===== config.mk =====
export PLATFORM = sky130hd
export DESIGN_NAME = uart_rx_deframer
export DESIGN_NICKNAME = d
export VERILOG_FILES = /design/src/rtl/uart_pkg.sv /design/src/rtl/uart_rx_sampler.sv /design/src/rtl/uart_rx_deframer.sv
export SDC_FILE = /design/constraint.sdc
export NUM_CORES = 1
export LEC_CHECK = 0
export CORE_MARGIN = 2
export CORE_UTILIZATION = 45
export DETAILED_ROUTE_END_ITERATION = 7
export GPL_ROUTABILITY_DRIVEN = 1
export PLACE_DENSITY = 0.65
export SLEW_MARGIN = 20
export SYNTH_ARGS = -nofsm -noshare
export SYNTH_HDL_FRONTEND = slang
export SYNTH_HIERARCHICAL = 1
export SYNTH_SLANG_ARGS = --single-unit

===== constraint.sdc =====
create_clock -name RX_CLK -period 3.3 [get_ports RX_CLK]
set_input_delay 0.66 -clock RX_CLK [delete_from_list [all_inputs] [get_ports RX_CLK]]
set_output_delay 0.66 -clock RX_CLK [all_outputs]
set_load 0.02 [all_outputs]

===== src/rtl/uart_pkg.sv =====
// Shared UART receive definitions: FSM state encoding, line levels, legal
// oversampling factors and the parity helper.
package uart_pkg;

    typedef enum logic [2:0] {
        ST_IDLE,
        ST_START,
        ST_DATA,
        ST_PARITY,
        ST_STOP
    } uart_state_e;

    localparam logic UART_IDLE_LVL  = 1'b1;
    localparam logic UART_START_LVL = 1'b0;

    localparam int UART_PRESC_8  = 8;
    localparam int UART_PRESC_16 = 16;
    localparam int UART_PRESC_32 = 32;

    // Callers zero-extend their data word to this width.
    localparam int UART_MAX_W = 32;

    // typ = 0 gives even parity, typ = 1 gives odd parity.
    function automatic logic parity_bit(input logic [UART_MAX_W-1:0] data, input logic typ);
        return (^data) ^ typ;
    endfunction

endpackage


===== src/rtl/uart_rx_sampler.sv =====
// Per-bit oversampling counter with a 2-of-3 majority vote around mid-bit.
// vote_o is valid while sample_done_o is high; bit_end_o marks the last cycle of a bit.
module uart_rx_sampler
    import uart_pkg::*;
#(
    parameter int PRESC_W = 6
) (
    input  logic               clk_i,
    input  logic               rst_i,
    input  logic               en_i,
    input  logic [PRESC_W-1:0] prescale_i,
    input  logic               rx_i,
    output logic               vote_o,
    output logic               sample_done_o,
    output logic               bit_end_o
);

    logic [PRESC_W-1:0] edge_cnt_q, edge_cnt_d;
    logic [PRESC_W-1:0] half;
    logic               s0_q, s1_q;

    assign half          = prescale_i >> 1;
    assign bit_end_o     = en_i && (edge_cnt_q == prescale_i - PRESC_W'(1));
    assign sample_done_o = en_i && (edge_cnt_q == half + PRESC_W'(1));
    // Third sample is the live input, so the decision lands on the P/2+1 cycle.
    assign vote_o        = (s0_q & s1_q) | (s0_q & rx_i) | (s1_q & rx_i);

    always_comb begin
        edge_cnt_d = '0;
        if (en_i && !bit_end_o)
            edge_cnt_d = edge_cnt_q + PRESC_W'(1);
    end

    always_ff @(posedge clk_i) begin
        if (rst_i) begin
            edge_cnt_q <= '0;
            s0_q       <= UART_IDLE_LVL;
            s1_q       <= UART_IDLE_LVL;
        end else begin
            edge_cnt_q <= edge_cnt_d;
            if (en_i && edge_cnt_q == half - PRESC_W'(1))
                s0_q <= rx_i;
            if (en_i && edge_cnt_q == half)
                s1_q <= rx_i;
        end
    end

endmodule


===== src/rtl/uart_rx_deframer.sv =====
// Oversampled UART receiver: start, DATA_W bits LSB-first, optional parity, one stop bit.
// Define UART_RX_SYNC_EN to pass RX_IN_S through a 2-flop synchronizer (+2 cycles latency).
module uart_rx_deframer
    import uart_pkg::*;
#(
    parameter int DATA_W  = 8,
    parameter int PRESC_W = 6
) (
    input  logic               RX_CLK,
    input  logic               RST,
    input  logic               PAR_EN,
    input  logic               PAR_TYP,
    input  logic [PRESC_W-1:0] Prescale,
    input  logic               RX_IN_S,
    output logic [DATA_W-1:0]  RX_OUT_P,
    output logic               RX_OUT_V,
    output logic               PAR_ERR,
    output logic               STP_ERR,
    output logic               RX_BUSY
);

    localparam int BCW = (DATA_W > 1) ? $clog2(DATA_W) : 1;

    uart_state_e        state_q;
    logic [PRESC_W-1:0] presc_q;
    logic               par_en_q, par_typ_q, par_bad_q;
    logic [BCW-1:0]     bit_cnt_q;
    logic [DATA_W-1:0]  shift_q, out_p_q;
    logic               out_v_q, par_err_q, stp_err_q;
    logic               rx, vote, sample_done, bit_end;

`ifdef UART_RX_SYNC_EN
    logic [1:0] sync_q;

    always_ff @(posedge RX_CLK) begin
        if (RST) sync_q <= {2{UART_IDLE_LVL}};
        else     sync_q <= {sync_q[0], RX_IN_S};
    end

    assign rx = sync_q[1];
`else
    assign rx = RX_IN_S;
`endif

    uart_rx_sampler #(.PRESC_W(PRESC_W)) u_sampler (
        .clk_i         (RX_CLK),
        .rst_i         (RST),
        .en_i          (state_q != ST_IDLE),
        .prescale_i    (presc_q),
        .rx_i          (rx),
        .vote_o        (vote),
        .sample_done_o (sample_done),
        .bit_end_o     (bit_end)
    );

    always_ff @(posedge RX_CLK) begin
        if (RST) begin
            state_q   <= ST_IDLE;
            presc_q   <= '0;
            par_en_q  <= 1'b0;
            par_typ_q <= 1'b0;
            par_bad_q <= 1'b0;
            bit_cnt_q <= '0;
            shift_q   <= '0;
            out_p_q   <= '0;
            out_v_q   <= 1'b0;
            par_err_q <= 1'b0;
            stp_err_q <= 1'b0;
        end else begin
            out_v_q   <= 1'b0;
            par_err_q <= 1'b0;
            stp_err_q <= 1'b0;
            case (state_q)
                ST_IDLE: begin
                    // Frame configuration is frozen here for the whole frame.
                    if (rx == UART_START_LVL) begin
                        state_q   <= ST_START;
                        presc_q   <= Prescale;
                        par_en_q  <= PAR_EN;
                        par_typ_q <= PAR_TYP;
                        par_bad_q <= 1'b0;
                        bit_cnt_q <= '0;
                    end
                end
                ST_START: begin
                    if (sample_done && vote == UART_IDLE_LVL)
                        state_q <= ST_IDLE;
                    else if (bit_end)
                        state_q <= ST_DATA;
                end
                ST_DATA: begin
                    if (sample_done)
                        shift_q[bit_cnt_q] <= vote;
                    if (bit_end) begin
                        if (bit_cnt_q == BCW'(DATA_W - 1)) begin
                            bit_cnt_q <= '0;
                            state_q   <= par_en_q ? ST_PARITY : ST_STOP;
                        end else begin
                            bit_cnt_q <= bit_cnt_q + BCW'(1);
                        end
                    end
                end
                ST_PARITY: begin
                    if (sample_done)
                        par_bad_q <= (vote != parity_bit(UART_MAX_W'(shift_q), par_typ_q));
                    if (bit_end)
                        state_q <= ST_STOP;
                end
                ST_STOP: begin
                    // Leave at the vote so a back-to-back start edge is not missed.
                    if (sample_done) begin
                        state_q <= ST_IDLE;
                        if (vote != UART_IDLE_LVL) begin
                            stp_err_q <= 1'b1;
                            par_err_q <= par_bad_q;
                        end else if (par_bad_q) begin
                            par_err_q <= 1'b1;
                        end else begin
                            out_p_q <= shift_q;
                            out_v_q <= 1'b1;
                        end
                    end
                end
                default: state_q <= ST_IDLE;
            endcase
        end
    end

    assign RX_OUT_P = out_p_q;
    assign RX_OUT_V = out_v_q;
    assign PAR_ERR  = par_err_q;
    assign STP_ERR  = stp_err_q;
    assign RX_BUSY  = (state_q != ST_IDLE);

endmodule


==> qor.csv, run 1 <==
stage,metric,value,unit
grt,global-route wire length before repair,8360,um
clocking,CTS tree,built,
die,Die ar.,0.00593,mm2
clocking,post-CTS sizing,0,
synthesis,cell count after synthesis,266,
sta,worst-case clock skew,0.00435,ns
detailed_routing,DR iter-0 viols,56,
die,Ports,23,
clocking,Clock Latency Late Sink,0.29,ns
clocking,H-tree levels,2,
sta,RSZ-0062 raised after global routing,no,
die,FP Rows,26,
setup_path,worst path cell trace,"inv_1, ha_1, a21boi_0, xnor2_1, nand3_1, a211oi_4, and2_1, nor2b_4, nor2_2, nand2_2, or4b_1, a21oi_1",
synthesis,Yosys warning count,6,
final_layout,final core utilization,0.534,
power,Leak,1.03,nW
synthesis,post-synthesis compound-gate area fraction,0.0746,
synthesis,sequential-to-total area share from yosys stat,0.350,
detailed_routing,Avg Vias per Cell,5.19,
sta,final setup TNS,0,ns
setup_path,CP max FO,9,
die,Die Height,77.0,um
detailed_routing,DRC errors left,0,
synthesis,"Cell Area, Synth",0.00240,mm2
synthesis,Post-Synth Adder-Cell Area,0.0407,
synthesis,"FF+latch count, synth",42,
synthesis,largest family of logic cells by synthesized area,simple AND/OR/NAND/NOR gates,
setup_path,CP endpoint kind,register,
sta,final setup fails,0,
power,power density cells,557,mW/mm2
detailed_routing,Detailed Routing Iterations Pass 1,4,
clocking,Num CTS Buffers,5,
grt,GR Util All Layers,0.174,
detailed_routing,wire per inst,13.7,um
sta,minimum clock period,2.85,ns
clocking,clk slew on worst S/H paths,0.08,ns
clocking,clock tree buffer depth,2,
setup_path,worst reg-to-reg path cell count,12,
setup_path,CP Class,register to register,
sta,worst-margin pin slew,0.515,ns
final_layout,share of cells above drive strength 1,0.0915,
grt,vias in the first global route,1751,
sta,Achievable Freq,350,MHz
die,Initial Util,0.467,
setup_path,worst path required time,3.52,ns
placement,Final GP Congestion,0.982,
clocking,clock sinks,42,
sta,final period utilization,0.865,
setup_path,crit start category,register,
final_layout,nets,301,
setup_path,Crit path max-delay family,simple AND/OR/NAND/NOR gates,
grt,initial antenna violation count,0,
synthesis,ys async rst share,0,
grt,grt ovf,0,
synthesis,Synth Area in Simple Gates,0.267,
synthesis,XOR/XNOR share of the synthesized area,0.109,
synthesis,Syn Nets,284,
synthesis,Post-Syn Area per Cell,9.02,um2
worst_hold_path,hold crit path type,register to register,
placement,Port Buffers,22,
detailed_routing,vias post-DR,1839,
sta,max_slew headroom,0.656,
detailed_routing,post-route ant nets,0,
setup_path,Worst EP arrival,3.07,ns
setup_path,CP max stage delay,0.52,ns
clocking,Hold Buf Count CTS,0,
setup_path,WP depth,12,
die,die extent in x,77.0,um
synthesis,Post-synth EDFFs,0,
grt,largest net degree at the start of global routing,30,
flow_run,max-cap violations,0,
die,core area,0.00514,mm2
sta,Slew Limit Fails,0,
synthesis,Main synth FF type,dfxtp_1,
status,status,completed,
sta,Final Hold Viols,0,
synthesis,Synth cell types,52,
placement,Detailed Place HPWL,3540,um
final_layout,Area Overhead vs Synth,14.3,%
power,worst vdd ir,0.305,mV
detailed_routing,final WL,4840,um
setup_path,Worst Path Buf+Inv,1,
worst_hold_path,Worst Hold Depth,1,
setup_path,slowest cell on the critical path,dfxtp_1,
clocking,Root Buffer,clkbuf_8,
synthesis,post-synthesis mux area share,0.113,
clocking,Post-CTS Setup Bufs,0,
final_layout,Antenna Cells,0,
cell usage after synthesis (all sizes together) (2+ instances only):
cell type | n | area share
nor2b | 4 | 0.014
and3 | 3 | 0.0078
inv | 6 | 0.0094
or4 | 2 | 0.0078
nor3b | 8 | 0.031
or4b | 2 | 0.0099
nor2 | 37 | 0.066
nand3 | 8 | 0.017
clkbuf | 9 | 0.014
nand4b | 2 | 0.0073
buf | 7 | 0.021
a21oi | 7 | 0.015
dfxtp | 42 | 0.35
xnor2 | 18 | 0.066
o211a | 2 | 0.0083
nand2b | 5 | 0.013
o211ai | 2 | 0.0083
o21ai | 7 | 0.015
mux2i | 27 | 0.11
a211oi | 3 | 0.015
ha | 7 | 0.036
nand2 | 16 | 0.026
nor3 | 11 | 0.025
xor2 | 12 | 0.044
nand4 | 5 | 0.013
nand3b | 4 | 0.014
worst reg2reg max path: stages (launching register included):
cell and delay, ns:
dfxtp_1 0.52, inv_1 0.14, ha_1 0.20, a21boi_0 0.29, xnor2_1 0.16, nand3_1 0.14, a211oi_4 0.24, and2_1 0.24
nor2b_4 0.06, nor2_2 0.11, nand2_2 0.08, or4b_1 0.48, a21oi_1 0.13
flip-flops by register name (all words and copies together), names as in the netlist, 3 cells and up:
register / count
RX_OUT_P: 8
bit_cnt_q: 3
presc_q: 6
shift_q: 8
state_q: 3
u_sampler/edge_cnt_q: 6
metrics by stage:
step           cells  worst slack, ns  total power (W)  hold WS (ns)  cell area [um2]
3_5_place_dp     346            0.510          0.00120         0.483             2650
2_1_floorplan    266            0.512          0.00110         0.452             2400
3_3_place_gp     346            0.600          0.00120         0.476             2650
5_1_grt          354            0.206          0.00164         0.512             2740
4_1_cts          354            0.477          0.00154         0.494             2740
6_report         354            0.445          0.00153         0.492             2740
final timing paths:
path,start,end,slack (ns)
setup / recovery,presc_q[2],bit_cnt_q[0],0.45
setup reg to reg,presc_q[2],bit_cnt_q[0],0.45
hold reg to reg,par_bad_q,PAR_ERR,0.49
hold / removal,par_bad_q,PAR_ERR,0.49
metal layers:
layer | track usage | up-vias | part of all wire
met5 | 0 | - | 0
met4 | 0.0482 | 0 | 0.0056
met3 | 0.0365 | 2 | 0.024
met2 | 0.315 | 20 | 0.50
met1 | 0.209 | 866 | 0.47
li1 | - | 951 | -
placed cells by master, fill, tap and decap left out, types with 6 or more instances in the layout:
cell type / instances
nand2_1: 15
nor3_1: 10
clkbuf_8: 6
a21oi_1: 7
clkdlybuf4s50_1: 22
xor2_1: 12
xnor2_1: 18
ha_1: 7
nor2_1: 35
mux2i_1: 27
nand3_1: 8
dfxtp_1: 42
cell families (layout without fill, tap and decap cells):
logic type | after synthesis | count (layout)
mux | 27 | 27
compound gates | 25 | 25
buf+inv | 22 | 40
fa+ha+maj | 8 | 8
simple gates | 112 | 112
xor+xnor | 30 | 30
flops | 42 | 42
layout make-up:
cell class                      instances  area [um2]
Clock buffer                            7        86.3
Timing Repair Buffer                   26         250
Tap cell                               70        87.6
Clock inverter                          1        5.00
Sequential cell                        42         841
Fill cell                             520        2400
Inverter                                6        22.5
Multi-Input combinational cell        202        1450
power by group:
group / total [W] / switching [W] / internal (W)
combinational: 0.000557 / 0.000312 / 0.000245
clock: 0.000337 / 0.000169 / 0.000169
sequential: 0.000634 / 0.0000848 / 0.000550
total: 0.00153 / 0.000565 / 0.000964
(Power assumes the default switching activity.)
==> run 2, diff against run 1 <==
--- a/config.mk
+++ b/config.mk
@@ -15,3 +15,4 @@
 export SYNTH_HDL_FRONTEND = slang
 export SYNTH_HIERARCHICAL = 1
 export SYNTH_SLANG_ARGS = --single-unit
+export TNS_END_PERCENT = 50
==> results of run 2 <==
The final DEF is identical to that of run 1; final timing and power are the same.
==> RTL change (config.mk and constraints of run 2) <==
Encoding of `uart_state_e`: now one-hot (5 bits for 5 states).
--- a/src/rtl/uart_pkg.sv
+++ b/src/rtl/uart_pkg.sv
@@ -3,10 +3,10 @@
 package uart_pkg;
 
-    typedef enum logic [2:0] {
-        ST_IDLE,
-        ST_START,
-        ST_DATA,
-        ST_PARITY,
-        ST_STOP
+    typedef enum logic [4:0] {
+        ST_IDLE   = 5'b00001,
+        ST_START  = 5'b00010,
+        ST_DATA   = 5'b00100,
+        ST_PARITY = 5'b01000,
+        ST_STOP   = 5'b10000
     } uart_state_e;
 
Behaviour: same outputs for any inputs over 10 cycles, from zero or initial values and one cycle with RST high; not proved beyond that.
==> RTL change against run 2 <==
Area after synthesis is 4.5% higher; final cell count is 7.9% higher; sequential cell count is 2 higher; design area is 6.3% higher; routed wire length is 12% higher; first-iteration DRC count is 20% higher; via count is 12% higher; synthesized cell count is 8.3% higher; setup slack worse by 0.16 ns; sequential share of layout area is 0.37 points lower; critical endpoint is now state_q[3]; highest routed layer unchanged.
Power is not compared: it rests on default switching activity, and its combinational part moved more than twofold at a synthesized area within 25%.
==> RTL change: results (changes against run 2) <==
Critical path
  • Data arrival time of the critical path: 3.21 ns (was 3.07 ns)
  • Worst flop-to-flop path endpoint: state_q[3] (was bit_cnt_q[0])
  • Worst-case reg-to-reg path depth: 11 (was 12)
  • Largest stage delay on the critical path: 0.68 ns (was 0.52 ns)
  • Reg2reg setup slack: 0.28 ns (was 0.45 ns)
  • Start of the worst register-to-register path: presc_q[3] (was presc_q[2])
  • Worst Path Max Fanout: 15 (was 9)

Yosys
  • Leading cell types by total area after synthesis: sky130_fd_sc_hd__dfxtp_1, sky130_fd_sc_hd__mux2i_1, sky130_fd_sc_hd__xnor2_1, sky130_fd_sc_hd__nor2_1, sky130_fd_sc_hd__xor2_1 (unchanged)
  • Main synth FF type: sky130_fd_sc_hd__dfxtp_1 (unchanged)
  • Sequential cell area fraction in the yosys report: 35.13% (was 35.04%)
  • Warnings from Yosys: 6 (unchanged)
  • Syn Nets: 306 (was 284)
  • Post-synthesis instance total: 288 (was 266)
  • Synth top cells by count: sky130_fd_sc_hd__dfxtp_1, sky130_fd_sc_hd__nor2_1, sky130_fd_sc_hd__mux2i_1 (unchanged)
  • Synth unique cells: 57 (was 52)

Timing
  • Final Hold Slack: 0.4877 ns (was 0.4924 ns)
  • Pin slew with the least headroom to its limit: 0.8060 ns (was 0.5147 ns)
  • Setup Skew: 0.007690 ns (was 0.004355 ns)

Clocking
  • CTS Buf Count: 5 (unchanged)
  • Clk Latency, worst-skew pair: ~0.30 ns
  • Clock transition at the registers of the reported paths: around 0.090 ns
  • Clock root buffer: sky130_fd_sc_hd__clkbuf_8 (unchanged)

Placement
  • Number of instances in the placed design: 374 (was 346)
  • Post-detailed-placement half-perimeter wirelength: 3933 um (was 3539 um)
  • Final weighted congestion in routability-driven placement: 0.8518 (was 0.9819)

GRT
  • Global-route usage over all layers: 18.97% (was 17.45%)
  • First-pass GRT wire length: 9370 um (was 8355 um)
  • Number of global-route vias before repair: 1994 (was 1751)
  • Pin count of the biggest net entering global routing: 22 (was 30)

Worst hold path
  • Worst Min Path Start: u_sampler/s1_q (was par_bad_q)
  • WHS Path Cells: 2 (was 1)
  • End point of the most critical hold path: u_sampler/s1_q (was PAR_ERR)

Cells and area
  • Final-stage net count: 327 (was 301)
  • Fraction of layout instances using a drive strength above 1: 10.00% (was 9.155%)
  • Post-route insts no fill: 382 (was 354)

Drt
  • Routed via count divided by cell count: 5.372 (was 5.195)
  • Average wire per cell in the routed design: 14.24 um (was 13.68 um)
  • Number of design-rule violations left by the first detailed-router iteration: 67 (was 56)

Pwr
  • Worst vdd ir: between 0.2 and 0.25 mV

Status
  • Status: complete, no violations (unchanged)
-- RTL change: kinds of logic after synthesis --
kind of cell             after synthesis  share of synthesized area, %
flip-flops                            44                         35.13
AO/OA/AOI/OAI                         44                         11.58
adder cells (fa/ha/maj)                8                         3.892
AND/OR/NAND/NOR                      119                         25.45
XOR/XNOR                              30                         11.03
buffers and inverters                 21                         4.091
multiplexers                          22                         8.832
-- RTL change: how the worst max path moves through the flow --
stage / startpoint / end / slack, ns
CTS: presc_q[2] / state_q[3] / 0.22
detailed placement: presc_q[1] / bit_cnt_q[1] / 0.27
global route: presc_q[3] / state_q[3] / 0.01
global placement: presc_q[1] / bit_cnt_q[1] / 0.26
floorplan: presc_q[1] / state_q[1] / 0.36
finish: presc_q[3] / state_q[3] / 0.28
-- RTL change: routing by layer --
layer,GRT usage (%),share of wire [%],vias up
met4,7.018,0.96,0
li1,-,-,1044
met3,4.023,2.7,4
met2,32.39,49,26
met5,0,0,-
met1,23.37,48,978
-- RTL change: power by group --
part | switching, W | internal, W | leakage (nW)
Clock | 0.000189 | 0.000248 | 0.0614
Combinational | 0.000136 | 0.000127 | 0.658
Sequential | 0.0000382 | 0.000550 | 0.357
-- RTL change: critical path, delay by kind of cell, from the launching register on --
kind	cells	cell delay (ns)
flip-flops	1	0.68
AND/OR/NAND/NOR	4	0.64
AO/OA/AOI/OAI	5	1.31
multiplexers	1	0.07
buffers and inverters	1	0.21
-- RTL change: stage by stage --
step | setup slack, ns | instance area [sq um]
finish | 0.2828 | 2918
global route | 0.009572 | 2918
CTS | 0.2237 | 2915
detailed placement | 0.2678 | 2794
global placement | 0.2645 | 2794
floorplan | 0.3560 | 2507
-- RTL change: what timing repair did --
action | CTS | global route
setup endpoints to repair | 0 | 3
buffers inserted | 0 | 0
gates resized for setup | 0 | 2
hold buffers | 0 | 0
-- RTL change: layout make-up --
| type | count | area, sq um |
|---|---|---|
| clock buffers | 6 | 82.58 |
| inverters | 5 | 18.77 |
| flip-flops and latches | 44 | 883.3 |
| fillers | 515 | 2521 |
| repair buffers | 30 | 280.3 |
| well taps | 72 | 90.09 |
| clock inverters | 2 | 38.79 |
| multi-input cells | 223 | 1524 |
